===== config.mk =====
export PLATFORM = sky130hd
export DESIGN_NAME = cc_pwm_timebase_flat
export DESIGN_NICKNAME = d
export VERILOG_FILES = /design/src/rtl/cc_pwm_timebase_pkg.sv /design/src/rtl/cc_pwm_timebase_if.sv /design/src/rtl/cc_pwm_prescaler.sv /design/src/rtl/cc_pwm_timebase.sv /design/src/flat_wrapper.sv
export SDC_FILE = /design/constraint.sdc
export NUM_CORES = 1
export LEC_CHECK = 0
export ABC_AREA = 1
export BUFFER_PORTS_ARGS = -buffer_cell sky130_fd_sc_hd__clkbuf_2
export CAP_MARGIN = 20
export CORE_ASPECT_RATIO = 0.5
export CORE_MARGIN = 5
export CORE_UTILIZATION = 55
export CTS_BUF_LIST = sky130_fd_sc_hd__clkbuf_8
export DETAILED_ROUTE_END_ITERATION = 16
export GPL_TIMING_DRIVEN = 0
export PLACE_DENSITY = 0.79
export RECOVER_POWER = 100
export REMOVE_ABC_BUFFERS = 1
export SYNTH_ARGS = -nofsm -noshare
export SYNTH_HDL_FRONTEND = slang
export SYNTH_SLANG_ARGS = --single-unit

===== constraint.sdc =====
create_clock -name CC_PWMTIMEBASE_CLOCK_50 -period 2.5 [get_ports CC_PWMTIMEBASE_CLOCK_50]
set_input_delay 0.125 -clock CC_PWMTIMEBASE_CLOCK_50 [delete_from_list [all_inputs] [get_ports CC_PWMTIMEBASE_CLOCK_50]]
set_output_delay 0.125 -clock CC_PWMTIMEBASE_CLOCK_50 [all_outputs]
set_load 0.005 [all_outputs]

===== src/rtl/cc_pwm_timebase_pkg.sv =====
// rtl/cc_pwm_timebase_pkg.sv - shared state encoding and default sizes for the PWM timebase
//
// Purpose : single home for the timebase FSM encoding and the default bus,
//           prescaler width and divider constants used by the interface,
//           the prescaler and the top.
// Ports   : none (package).

package cc_pwm_timebase_pkg;

  // Run-state of the timebase. STOPPING keeps counting until the current
  // period finishes so the PWM output is never cut short mid-period.
  typedef enum logic [1:0] {
    CC_IDLE     = 2'd0,
    CC_RUN      = 2'd1,
    CC_STOPPING = 2'd2
  } ccPwmState_t;

  localparam int CC_DEFAULT_DATAWIDTH         = 8;
  localparam int CC_DEFAULT_PRESCALER_WIDTH   = 16;
  // 50 clocks per tick gives a 1 MHz tick from the 50 MHz system clock.
  localparam int CC_DEFAULT_PRESCALER_DIVIDER = 50;

endpackage


===== src/rtl/cc_pwm_timebase_if.sv =====
// rtl/cc_pwm_timebase_if.sv - control/observation bundle between the PWM timebase and its user
//
// Purpose : groups the run/load controls, the requested duty/period and the
//           comparator-facing outputs of cc_pwm_timebase.
// Ports   : none; signals
//   CC_PWMTIMEBASE_enable_In        run request (level)
//   CC_PWMTIMEBASE_load_In          one-cycle strobe, captures duty/period into shadow
//   CC_PWMTIMEBASE_duty_InBUS       requested high time in ticks
//   CC_PWMTIMEBASE_period_InBUS     requested period P (period lasts P+1 ticks)
//   CC_PWMTIMEBASE_count_OutBUS     counter, comparator A
//   CC_PWMTIMEBASE_duty_OutBUS      committed threshold, comparator B
//   CC_PWMTIMEBASE_zeroDuty_Out     committed duty is 0
//   CC_PWMTIMEBASE_periodStart_Out  one-cycle pulse at each period start
//   CC_PWMTIMEBASE_loadAck_Out      one-cycle pulse when the shadow is committed
//   CC_PWMTIMEBASE_pending_Out      shadow value waiting for commit
//   CC_PWMTIMEBASE_running_Out      timebase in RUN or STOPPING
// Modports: master = controller side, slave = timebase side.

interface cc_pwm_timebase_if
  import cc_pwm_timebase_pkg::*;
#(
  parameter int NUMBER_DATAWIDTH = CC_DEFAULT_DATAWIDTH
);

  logic                        CC_PWMTIMEBASE_enable_In;
  logic                        CC_PWMTIMEBASE_load_In;
  logic [NUMBER_DATAWIDTH-1:0] CC_PWMTIMEBASE_duty_InBUS;
  logic [NUMBER_DATAWIDTH-1:0] CC_PWMTIMEBASE_period_InBUS;
  logic [NUMBER_DATAWIDTH-1:0] CC_PWMTIMEBASE_count_OutBUS;
  logic [NUMBER_DATAWIDTH-1:0] CC_PWMTIMEBASE_duty_OutBUS;
  logic                        CC_PWMTIMEBASE_zeroDuty_Out;
  logic                        CC_PWMTIMEBASE_periodStart_Out;
  logic                        CC_PWMTIMEBASE_loadAck_Out;
  logic                        CC_PWMTIMEBASE_pending_Out;
  logic                        CC_PWMTIMEBASE_running_Out;

  modport master (
    output CC_PWMTIMEBASE_enable_In,
    output CC_PWMTIMEBASE_load_In,
    output CC_PWMTIMEBASE_duty_InBUS,
    output CC_PWMTIMEBASE_period_InBUS,
    input  CC_PWMTIMEBASE_count_OutBUS,
    input  CC_PWMTIMEBASE_duty_OutBUS,
    input  CC_PWMTIMEBASE_zeroDuty_Out,
    input  CC_PWMTIMEBASE_periodStart_Out,
    input  CC_PWMTIMEBASE_loadAck_Out,
    input  CC_PWMTIMEBASE_pending_Out,
    input  CC_PWMTIMEBASE_running_Out
  );

  modport slave (
    input  CC_PWMTIMEBASE_enable_In,
    input  CC_PWMTIMEBASE_load_In,
    input  CC_PWMTIMEBASE_duty_InBUS,
    input  CC_PWMTIMEBASE_period_InBUS,
    output CC_PWMTIMEBASE_count_OutBUS,
    output CC_PWMTIMEBASE_duty_OutBUS,
    output CC_PWMTIMEBASE_zeroDuty_Out,
    output CC_PWMTIMEBASE_periodStart_Out,
    output CC_PWMTIMEBASE_loadAck_Out,
    output CC_PWMTIMEBASE_pending_Out,
    output CC_PWMTIMEBASE_running_Out
  );

endinterface


===== src/rtl/cc_pwm_prescaler.sv =====
// rtl/cc_pwm_prescaler.sv - tick generator dividing the system clock for the PWM counter
//
// Purpose : counts 0..PRESCALER_DIVIDER-1 while run is high and flags the
//           last count as the counter tick; held at 0 while run is low so
//           every run starts with a full-length first tick.
// Ports   :
//   clk   in   system clock, rising edge
//   rst   in   asynchronous active-high reset
//   run   in   timebase is RUN or STOPPING
//   tick  out  high on the cycle the prescaler sits at DIVIDER-1

module cc_pwm_prescaler
  import cc_pwm_timebase_pkg::*;
#(
  parameter int PRESCALER_WIDTH   = CC_DEFAULT_PRESCALER_WIDTH,
  parameter int PRESCALER_DIVIDER = CC_DEFAULT_PRESCALER_DIVIDER
) (
  input  logic clk,
  input  logic rst,
  input  logic run,
  output logic tick
);

  localparam logic [PRESCALER_WIDTH-1:0] LAST_COUNT = PRESCALER_WIDTH'(PRESCALER_DIVIDER - 1);

  logic [PRESCALER_WIDTH-1:0] preCount;

  always_ff @(posedge clk or posedge rst) begin
    if (rst) begin
      preCount <= '0;
    end else if (!run || (preCount == LAST_COUNT)) begin
      preCount <= '0;
    end else begin
      preCount <= preCount + PRESCALER_WIDTH'(1);
    end
  end

  // With a divider of 1 LAST_COUNT is 0, so tick stays high for every run cycle.
  assign tick = run && (preCount == LAST_COUNT);

endmodule


===== src/rtl/cc_pwm_timebase.sv =====
// rtl/cc_pwm_timebase.sv - PWM timebase with duty/period shadow committed on period boundaries
//
// Purpose : prescaled up-counter (comparator A) and committed duty threshold
//           (comparator B). Duty/period loads land in a shadow and become
//           active only at a period start, so the PWM never glitches. A
//           requested duty D is encoded as threshold D-1 (A <= B gives D high
//           ticks), clamped to P for 100 %, with D=0 flagged on zeroDuty.
// Ports   :
//   CC_PWMTIMEBASE_CLOCK_50      in  system clock, rising edge
//   CC_PWMTIMEBASE_RESET_InHigh  in  asynchronous active-high reset
//   pwmBus                       slave modport of cc_pwm_timebase_if
//                                (controls in, registered counter/threshold/status out)

module cc_pwm_timebase
  import cc_pwm_timebase_pkg::*;
#(
  parameter int NUMBER_DATAWIDTH  = CC_DEFAULT_DATAWIDTH,
  parameter int PRESCALER_WIDTH   = CC_DEFAULT_PRESCALER_WIDTH,
  parameter int PRESCALER_DIVIDER = CC_DEFAULT_PRESCALER_DIVIDER
) (
  input  logic             CC_PWMTIMEBASE_CLOCK_50,
  input  logic             CC_PWMTIMEBASE_RESET_InHigh,
  cc_pwm_timebase_if.slave pwmBus
);

  localparam int W = NUMBER_DATAWIDTH;

  typedef struct packed {
    logic         zero;
    logic [W-1:0] threshold;
  } dutyCode_t;

  // Threshold for the A <= B comparator. The clamp is judged against the
  // period that is committed together with this duty, not the active one.
  function automatic dutyCode_t encodeDuty(input logic [W-1:0] reqDuty,
                                           input logic [W-1:0] reqPeriod);
    dutyCode_t    code;
    logic [W-1:0] dutyMinusOne;
    dutyMinusOne = reqDuty - W'(1);
    code.zero    = (reqDuty == '0);
    if (reqDuty == '0) begin
      code.threshold = '0;
    end else if (dutyMinusOne > reqPeriod) begin
      code.threshold = reqPeriod;
    end else begin
      code.threshold = dutyMinusOne;
    end
    return code;
  endfunction

  ccPwmState_t  state;
  logic [W-1:0] count;
  logic [W-1:0] committedPeriod;
  logic [W-1:0] dutyReg;
  logic         zeroDutyReg;
  logic [W-1:0] shadowDuty;
  logic [W-1:0] shadowPeriod;
  logic         pendingReg;
  logic         periodStartReg;
  logic         loadAckReg;
  logic         runningReg;

  logic         enable;
  logic         load;
  logic         active;
  logic         tick;
  logic         wrap;
  logic         startFromIdle;
  logic         stopAtWrap;
  logic         periodBegins;
  logic         commitNow;
  dutyCode_t    shadowCode;

  assign enable = pwmBus.CC_PWMTIMEBASE_enable_In;
  assign load   = pwmBus.CC_PWMTIMEBASE_load_In;
  assign active = (state != CC_IDLE);

  cc_pwm_prescaler #(
    .PRESCALER_WIDTH  (PRESCALER_WIDTH),
    .PRESCALER_DIVIDER(PRESCALER_DIVIDER)
  ) prescaler (
    .clk (CC_PWMTIMEBASE_CLOCK_50),
    .rst (CC_PWMTIMEBASE_RESET_InHigh),
    .run (active),
    .tick(tick)
  );

  // A wrap that ends a STOPPING period goes back to IDLE instead of starting
  // a new period: no periodStart pulse, and any pending shadow waits for
  // the next IDLE->RUN start.
  assign wrap          = tick && (count == committedPeriod);
  assign startFromIdle = (state == CC_IDLE) && enable;
  assign stopAtWrap    = (state == CC_STOPPING) && !enable && wrap;
  assign periodBegins  = startFromIdle || (wrap && !stopAtWrap);
  assign commitNow     = periodBegins && pendingReg;
  assign shadowCode    = encodeDuty(shadowDuty, shadowPeriod);

  always_ff @(posedge CC_PWMTIMEBASE_CLOCK_50 or posedge CC_PWMTIMEBASE_RESET_InHigh) begin
    if (CC_PWMTIMEBASE_RESET_InHigh) begin
      state           <= CC_IDLE;
      count           <= '0;
      committedPeriod <= '1;
      dutyReg         <= '0;
      zeroDutyReg     <= 1'b1;
      shadowDuty      <= '0;
      shadowPeriod    <= '1;
      pendingReg      <= 1'b0;
      periodStartReg  <= 1'b0;
      loadAckReg      <= 1'b0;
      runningReg      <= 1'b0;
    end else begin
      periodStartReg <= periodBegins;
      loadAckReg     <= commitNow;

      case (state)
        CC_IDLE: begin
          if (enable) begin
            state      <= CC_RUN;
            runningReg <= 1'b1;
          end
        end
        CC_RUN: begin
          if (!enable) begin
            state <= CC_STOPPING;
          end
        end
        CC_STOPPING: begin
          // Re-enable resumes in place; the count is never restarted.
          if (enable) begin
            state <= CC_RUN;
          end else if (wrap) begin
            state      <= CC_IDLE;
            runningReg <= 1'b0;
          end
        end
        default: begin
          state      <= CC_IDLE;
          runningReg <= 1'b0;
        end
      endcase

      if (startFromIdle || wrap) begin
        count <= '0;
      end else if (tick) begin
        count <= count + W'(1);
      end

      if (commitNow) begin
        committedPeriod <= shadowPeriod;
        dutyReg         <= shadowCode.threshold;
        zeroDutyReg     <= shadowCode.zero;
        pendingReg      <= 1'b0;
      end

      // Placed after the commit so a load on a boundary edge commits the
      // older shadow first and leaves the new value pending.
      if (load) begin
        shadowDuty   <= pwmBus.CC_PWMTIMEBASE_duty_InBUS;
        shadowPeriod <= pwmBus.CC_PWMTIMEBASE_period_InBUS;
        pendingReg   <= 1'b1;
      end
    end
  end

  assign pwmBus.CC_PWMTIMEBASE_count_OutBUS    = count;
  assign pwmBus.CC_PWMTIMEBASE_duty_OutBUS     = dutyReg;
  assign pwmBus.CC_PWMTIMEBASE_zeroDuty_Out    = zeroDutyReg;
  assign pwmBus.CC_PWMTIMEBASE_periodStart_Out = periodStartReg;
  assign pwmBus.CC_PWMTIMEBASE_loadAck_Out     = loadAckReg;
  assign pwmBus.CC_PWMTIMEBASE_pending_Out     = pendingReg;
  assign pwmBus.CC_PWMTIMEBASE_running_Out     = runningReg;

endmodule


===== src/flat_wrapper.sv =====
// flat-port wrapper written by rule: the top's interface ports become plain ports
module cc_pwm_timebase_flat import cc_pwm_timebase_pkg::*;
#(
  parameter int NUMBER_DATAWIDTH  = CC_DEFAULT_DATAWIDTH,
  parameter int PRESCALER_WIDTH   = CC_DEFAULT_PRESCALER_WIDTH,
  parameter int PRESCALER_DIVIDER = CC_DEFAULT_PRESCALER_DIVIDER
)
  (CC_PWMTIMEBASE_CLOCK_50, CC_PWMTIMEBASE_RESET_InHigh, pwmBus_CC_PWMTIMEBASE_enable_In, pwmBus_CC_PWMTIMEBASE_load_In, pwmBus_CC_PWMTIMEBASE_duty_InBUS, pwmBus_CC_PWMTIMEBASE_period_InBUS, pwmBus_CC_PWMTIMEBASE_count_OutBUS, pwmBus_CC_PWMTIMEBASE_duty_OutBUS, pwmBus_CC_PWMTIMEBASE_zeroDuty_Out, pwmBus_CC_PWMTIMEBASE_periodStart_Out, pwmBus_CC_PWMTIMEBASE_loadAck_Out, pwmBus_CC_PWMTIMEBASE_pending_Out, pwmBus_CC_PWMTIMEBASE_running_Out);
  cc_pwm_timebase_if #(.NUMBER_DATAWIDTH(NUMBER_DATAWIDTH)) pwmBus_i ();
  input  logic CC_PWMTIMEBASE_CLOCK_50;
  input  logic CC_PWMTIMEBASE_RESET_InHigh;
  input wire logic [$bits(pwmBus_i.CC_PWMTIMEBASE_enable_In)-1:0] pwmBus_CC_PWMTIMEBASE_enable_In;
  input wire logic [$bits(pwmBus_i.CC_PWMTIMEBASE_load_In)-1:0] pwmBus_CC_PWMTIMEBASE_load_In;
  input wire logic [$bits(pwmBus_i.CC_PWMTIMEBASE_duty_InBUS)-1:0] pwmBus_CC_PWMTIMEBASE_duty_InBUS;
  input wire logic [$bits(pwmBus_i.CC_PWMTIMEBASE_period_InBUS)-1:0] pwmBus_CC_PWMTIMEBASE_period_InBUS;
  output wire logic [$bits(pwmBus_i.CC_PWMTIMEBASE_count_OutBUS)-1:0] pwmBus_CC_PWMTIMEBASE_count_OutBUS;
  output wire logic [$bits(pwmBus_i.CC_PWMTIMEBASE_duty_OutBUS)-1:0] pwmBus_CC_PWMTIMEBASE_duty_OutBUS;
  output wire logic [$bits(pwmBus_i.CC_PWMTIMEBASE_zeroDuty_Out)-1:0] pwmBus_CC_PWMTIMEBASE_zeroDuty_Out;
  output wire logic [$bits(pwmBus_i.CC_PWMTIMEBASE_periodStart_Out)-1:0] pwmBus_CC_PWMTIMEBASE_periodStart_Out;
  output wire logic [$bits(pwmBus_i.CC_PWMTIMEBASE_loadAck_Out)-1:0] pwmBus_CC_PWMTIMEBASE_loadAck_Out;
  output wire logic [$bits(pwmBus_i.CC_PWMTIMEBASE_pending_Out)-1:0] pwmBus_CC_PWMTIMEBASE_pending_Out;
  output wire logic [$bits(pwmBus_i.CC_PWMTIMEBASE_running_Out)-1:0] pwmBus_CC_PWMTIMEBASE_running_Out;
  assign pwmBus_i.CC_PWMTIMEBASE_enable_In = pwmBus_CC_PWMTIMEBASE_enable_In;
  assign pwmBus_i.CC_PWMTIMEBASE_load_In = pwmBus_CC_PWMTIMEBASE_load_In;
  assign pwmBus_i.CC_PWMTIMEBASE_duty_InBUS = pwmBus_CC_PWMTIMEBASE_duty_InBUS;
  assign pwmBus_i.CC_PWMTIMEBASE_period_InBUS = pwmBus_CC_PWMTIMEBASE_period_InBUS;
  assign pwmBus_CC_PWMTIMEBASE_count_OutBUS = pwmBus_i.CC_PWMTIMEBASE_count_OutBUS;
  assign pwmBus_CC_PWMTIMEBASE_duty_OutBUS = pwmBus_i.CC_PWMTIMEBASE_duty_OutBUS;
  assign pwmBus_CC_PWMTIMEBASE_zeroDuty_Out = pwmBus_i.CC_PWMTIMEBASE_zeroDuty_Out;
  assign pwmBus_CC_PWMTIMEBASE_periodStart_Out = pwmBus_i.CC_PWMTIMEBASE_periodStart_Out;
  assign pwmBus_CC_PWMTIMEBASE_loadAck_Out = pwmBus_i.CC_PWMTIMEBASE_loadAck_Out;
  assign pwmBus_CC_PWMTIMEBASE_pending_Out = pwmBus_i.CC_PWMTIMEBASE_pending_Out;
  assign pwmBus_CC_PWMTIMEBASE_running_Out = pwmBus_i.CC_PWMTIMEBASE_running_Out;
  cc_pwm_timebase #(.NUMBER_DATAWIDTH(NUMBER_DATAWIDTH), .PRESCALER_WIDTH(PRESCALER_WIDTH), .PRESCALER_DIVIDER(PRESCALER_DIVIDER)) u_core (.CC_PWMTIMEBASE_CLOCK_50(CC_PWMTIMEBASE_CLOCK_50), .CC_PWMTIMEBASE_RESET_InHigh(CC_PWMTIMEBASE_RESET_InHigh), .pwmBus(pwmBus_i));
endmodule

==> impl_summary.log <==
[metrics] run status: finished, final reports clean
[metrics] H-tree level count: 3
[metrics] number of flops mapped to enable cells by yosys: 0
[metrics] Final Core Density: 70.4%
[metrics] count of endpoints failing setup in the final report: 0
[metrics] number of max-capacitance violations reported: 0
[metrics] Largest delay share family, worst path: simple AND/OR/NAND/NOR gates
[metrics] via count of the first global-routing pass: 3000
[metrics] combined area of the multi-input logic cells: 0.00168 mm^2
[metrics] reported leakage power: 2.20 nW
[metrics] data required time at the worst endpoint: 2.79 ns
[metrics] predominant post-synthesis flop cell: sky130_fd_sc_hd__dfrtp_1
[metrics] top achievable clock speed: 404 MHz
[metrics] worst clock skew: 0.00850 ns
[metrics] gr usage total: 21.1%
[metrics] routability congestion estimate: 0.818
[metrics] PwrDens: 685 mW/mm^2
[metrics] critical path peak fanout: 4
[metrics] yosys warns: 0
[metrics] total negative slack: 0 ns
[metrics] initial core utilization: 56.9%
[metrics] Skew-Pair Late Insertion Delay: 0.35 ns
[metrics] pre-CTS setup slack: -0.311 ns
[metrics] worst hold path depth: 2
[metrics] synth unique cells: 32
[metrics] number of I/O pins: 41
[metrics] global-route wire length before repair: 13.4 mm
[metrics] number of remaining DRC errors: 0
[metrics] clock transition at the registers of the reported paths: 0.07 ns
[metrics] deepest clock path buffer count: 2
[metrics] clock root buffer: sky130_fd_sc_hd__clkbuf_8
[metrics] worst setup margin: 0.0277 ns
[metrics] total detailed-routing wirelength: 7.92 mm
[metrics] share of cell area taken by muxes after synthesis: 0%
[metrics] post-synthesis instance total: 459
[metrics] top-area cell type share of the netlist area: 33.1%
[metrics] crit-path cells: inv_2 -> ha_4 -> nand2_4 -> o21ai_2 -> o21a_1 -> inv_1 -> ha_1 -> nand2_1 -> nor2_2 -> nand4_1 -> buf_4 -> nand3_1 -> nand2_1 -> nor2_1 -> nand2_1 -> nand2_1
[metrics] slew at the pin closest to its max-slew limit: 0.932 ns
[metrics] Critical-path top delay cell: sky130_fd_sc_hd__dfrtp_1
[metrics] data arrival time of the critical path: 2.76 ns
[metrics] fraction of registers with async set or reset after synthesis: 100%
[metrics] core region area: 0.00611 mm^2
[metrics] Synth Area in Adders: 4.68%
[metrics] largest incremental delay on the critical path: 0.41 ns
[metrics] full die area: 0.00810 mm^2
[metrics] fraction of final layout cells with drive strength greater than 1: 18.4%
[metrics] worst hold-check path type: input port to flip-flop
[metrics] most numerous cell types in the synthesized netlist: sky130_fd_sc_hd__nand2_1, sky130_fd_sc_hd__inv_1, sky130_fd_sc_hd__nor2_1
[metrics] cell count along the critical path: 16
[metrics] synthesized-area fraction occupied by and/or/nand/nor cells: 30.6%
[metrics] Relative slew margins: 37.9%
[metrics] CTS sink count: 63
[metrics] Detail Route Antenna Nets: 0
[metrics] floorplan die height: around 66 um
[metrics] detailed-router iteration count before antenna repair: 4
[metrics] number of buffers created by CTS: 9
[metrics] WP buf/inv: 3
[metrics] portion of the post-synthesis area used by sequential elements: 46.0%
[metrics] antenna violations before repair: 0
[metrics] post-synthesis instance area: about 0.0035 mm^2
[metrics] maximum vdd ir drop: about 0.42 mV
[metrics] antenna diode count: 0
[metrics] total half-perimeter wirelength after legalization and detailed placement: roughly 5 mm
[metrics] top-count cell post-synth: sky130_fd_sc_hd__nand2_1
[metrics] Avg Cell Area, Syn: approximately 7.6 um^2
[metrics] pin count of the biggest net entering global routing: 40
[metrics] FF/Latch Area: 0.00160 mm^2
[metrics] CTS tree: done
[metrics] count of final max-slew check failures: 0
[metrics] share of the clock period used by the worst path after layout: 98.9%
[metrics] shortest period the worst path allows: between 2 and 2.5 ns
[metrics] count of state elements after synthesis: 63
[metrics] Vias/cell: 4.97
[metrics] startpoint class of the critical path: flip-flop
[metrics] final net count: 565
[metrics] critical path capture point type: flip-flop
[metrics] final number of hold-violating endpoints: 0
[metrics] combinational family with the most area after synthesis: simple AND/OR/NAND/NOR gates
[metrics] Core Rows: 20
[metrics] critical path type: flip-flop to flip-flop
[metrics] Area growth syn-to-layout: 23.7%
[metrics] die extent in x: ~120 um
[metrics] total via count in the routed design: 3107
[metrics] top post-synthesis cells by area: sky130_fd_sc_hd__dfrtp_1, sky130_fd_sc_hd__nand2_1, sky130_fd_sc_hd__dfstp_2
[metrics] Crit path top cell by count: sky130_fd_sc_hd__nand2_1
[metrics] violation count after the first detailed-routing iteration: 222
[metrics] quantity of I/O buffers inserted on ports: 40
[metrics] wire length per cell: approximately 13 um
[metrics] Compound-Gate Fraction of Synth Area: under 10%
[metrics] R2R cell count: 16
[metrics] cell type contributing the most total cell area after synthesis: sky130_fd_sc_hd__dfrtp_1
[metrics] Overflow after GRT: 0
[metrics] synthesized-area fraction occupied by xor and xnor cells: 3.28%
[metrics] count of filler cells inserted in the layout: between 500 and 600
[worst paths after layout]
| kind | start | slack [ns] | endpoint |
|---|---|---|---|
| setup / recovery | u_core.shadowDuty[1] | 0.03 | u_core.pwmBus.CC_PWMTIMEBASE_duty_OutBUS[2] |
| hold / removal | pwmBus_CC_PWMTIMEBASE_enable_In | 0.04 | u_core.state[1] |
| setup reg to reg | u_core.shadowDuty[1] | 0.03 | u_core.pwmBus.CC_PWMTIMEBASE_duty_OutBUS[2] |
| hold reg to reg | u_core.shadowPeriod[2] | 0.46 | u_core.committedPeriod[2] |
| max in group asynchronous | CC_PWMTIMEBASE_RESET_InHigh | 0.50 | u_core.shadowDuty[2] |
| min in group asynchronous | CC_PWMTIMEBASE_RESET_InHigh | 0.51 | u_core.pwmBus.CC_PWMTIMEBASE_count_OutBUS[2] |
[cells in the final DEF, fill, tap and decap left out, drive strengths merged, types with 13 or more instances in the layout]
master / netlist / layout
o21ai: 27 / 27
clkbuf: 3 / 52
a21oi: 13 / 13
ha: 13 / 13
inv: 63 / 65
dfstp: 17 / 17
dfrtp: 46 / 46
nand3: 24 / 24
nor2: 51 / 51
dlygate4sd3: 0 / 17
nand2: 163 / 163
[what timing repair did]
| item | CTS | global route |
|---|---|---|
| setup buffers | 2 | 8 |
| pin swaps | 1 | 13 |
| gates resized for setup | 2 | 25 |
| endpoints found under the hold margin | 40 | 0 |
| setup endpoints to repair | 8 | 8 |
| hold buffers | 17 | 0 |
[sequential cells by signal, indices dropped and copies added, names as in the netlist]
register	count
u_core.pwmBus.CC_PWMTIMEBASE_loadAck_Out	1
u_core.pwmBus.CC_PWMTIMEBASE_periodStart_Out	1
u_core.pwmBus.CC_PWMTIMEBASE_pending_Out	1
u_core.shadowDuty	8
u_core.pwmBus.CC_PWMTIMEBASE_duty_OutBUS	8
u_core.prescaler.preCount	16
u_core.pwmBus.CC_PWMTIMEBASE_zeroDuty_Out	1
u_core.state	2
u_core.pwmBus.CC_PWMTIMEBASE_count_OutBUS	8
u_core.pwmBus.CC_PWMTIMEBASE_running_Out	1
u_core.shadowPeriod	8
u_core.committedPeriod	8
[through the flow]
| stage | cells | hold slack (ns) | total power [mW] | cell area (um^2) |
|---|---|---|---|---|
| 6_report | 625 | 0.0445 | 2.94 | 4300 |
| 5_1_grt | 625 | 0.0450 | 3.13 | 4300 |
| 4_1_cts | 617 | 0.0251 | 2.89 | 4190 |
| 3_5_place_dp | 582 | 0.187 | 1.86 | 3770 |
| 3_3_place_gp | 581 | 0.329 | 1.83 | 3750 |
| 2_1_floorplan | 453 | 0.199 | 1.67 | 3440 |
[final cells by class]
| cell class | count | area share (%) |
|---|---|---|
| multi-input combinational | 326 | 39.0 |
| sequential | 63 | 37.2 |
| timing repair buffer | 68 | 10.5 |
| inverter | 64 | 5.59 |
| clock buffer | 11 | 3.52 |
| tap | 88 | 2.56 |
| clock inverter | 5 | 1.69 |
[metal layers]
layer | wire, um | GRT usage [%] | vias to the layer above | share of wire, %
met5 | 0 | 0 | - | 0
met3 | 371 | 6.50 | 22 | 4.7
met1 | 3470 | 24.8 | 1444 | 44
met4 | 170 | 6.69 | 0 | 2.1
li1 | - | - | 1573 | -
met2 | 3910 | 37.3 | 68 | 49
[power breakdown]
part           switching [mW]  total (mW)  leakage (nW)  internal (mW)
logic                   0.393       0.671          1.30          0.278
clock network           0.399        1.01         0.122          0.607
registers              0.0890        1.27         0.776           1.18
total                   0.881        2.94          2.20           2.06
[worst reg2reg max path, stage by stage, from the launching register on]
cell                      delay (ns)
sky130_fd_sc_hd__dfrtp_1        0.41
sky130_fd_sc_hd__inv_2          0.10
sky130_fd_sc_hd__ha_4           0.15
sky130_fd_sc_hd__nand2_4        0.06
sky130_fd_sc_hd__o21ai_2        0.12
sky130_fd_sc_hd__o21a_1         0.16
sky130_fd_sc_hd__inv_1          0.07
sky130_fd_sc_hd__ha_1           0.29
sky130_fd_sc_hd__nand2_1        0.07
sky130_fd_sc_hd__nor2_2         0.14
sky130_fd_sc_hd__nand4_1        0.23
sky130_fd_sc_hd__buf_4          0.24
sky130_fd_sc_hd__nand3_1        0.07
sky130_fd_sc_hd__nand2_1        0.05
sky130_fd_sc_hd__nor2_1         0.12
sky130_fd_sc_hd__nand2_1        0.07
sky130_fd_sc_hd__nand2_1        0.07
[cell families (layout without fill, tap and decap cells)]
kind of cell,count (synthesis),in the layout
AOI/OAI and AO/OA,47,47
xor gates and xnor gates,13,13
adders and majority gates,13,13
buffers and inverters,70,148
DFF,63,63
and+or+nand+nor,253,253
No activity file was read; power rests on OpenSTA's default activity.
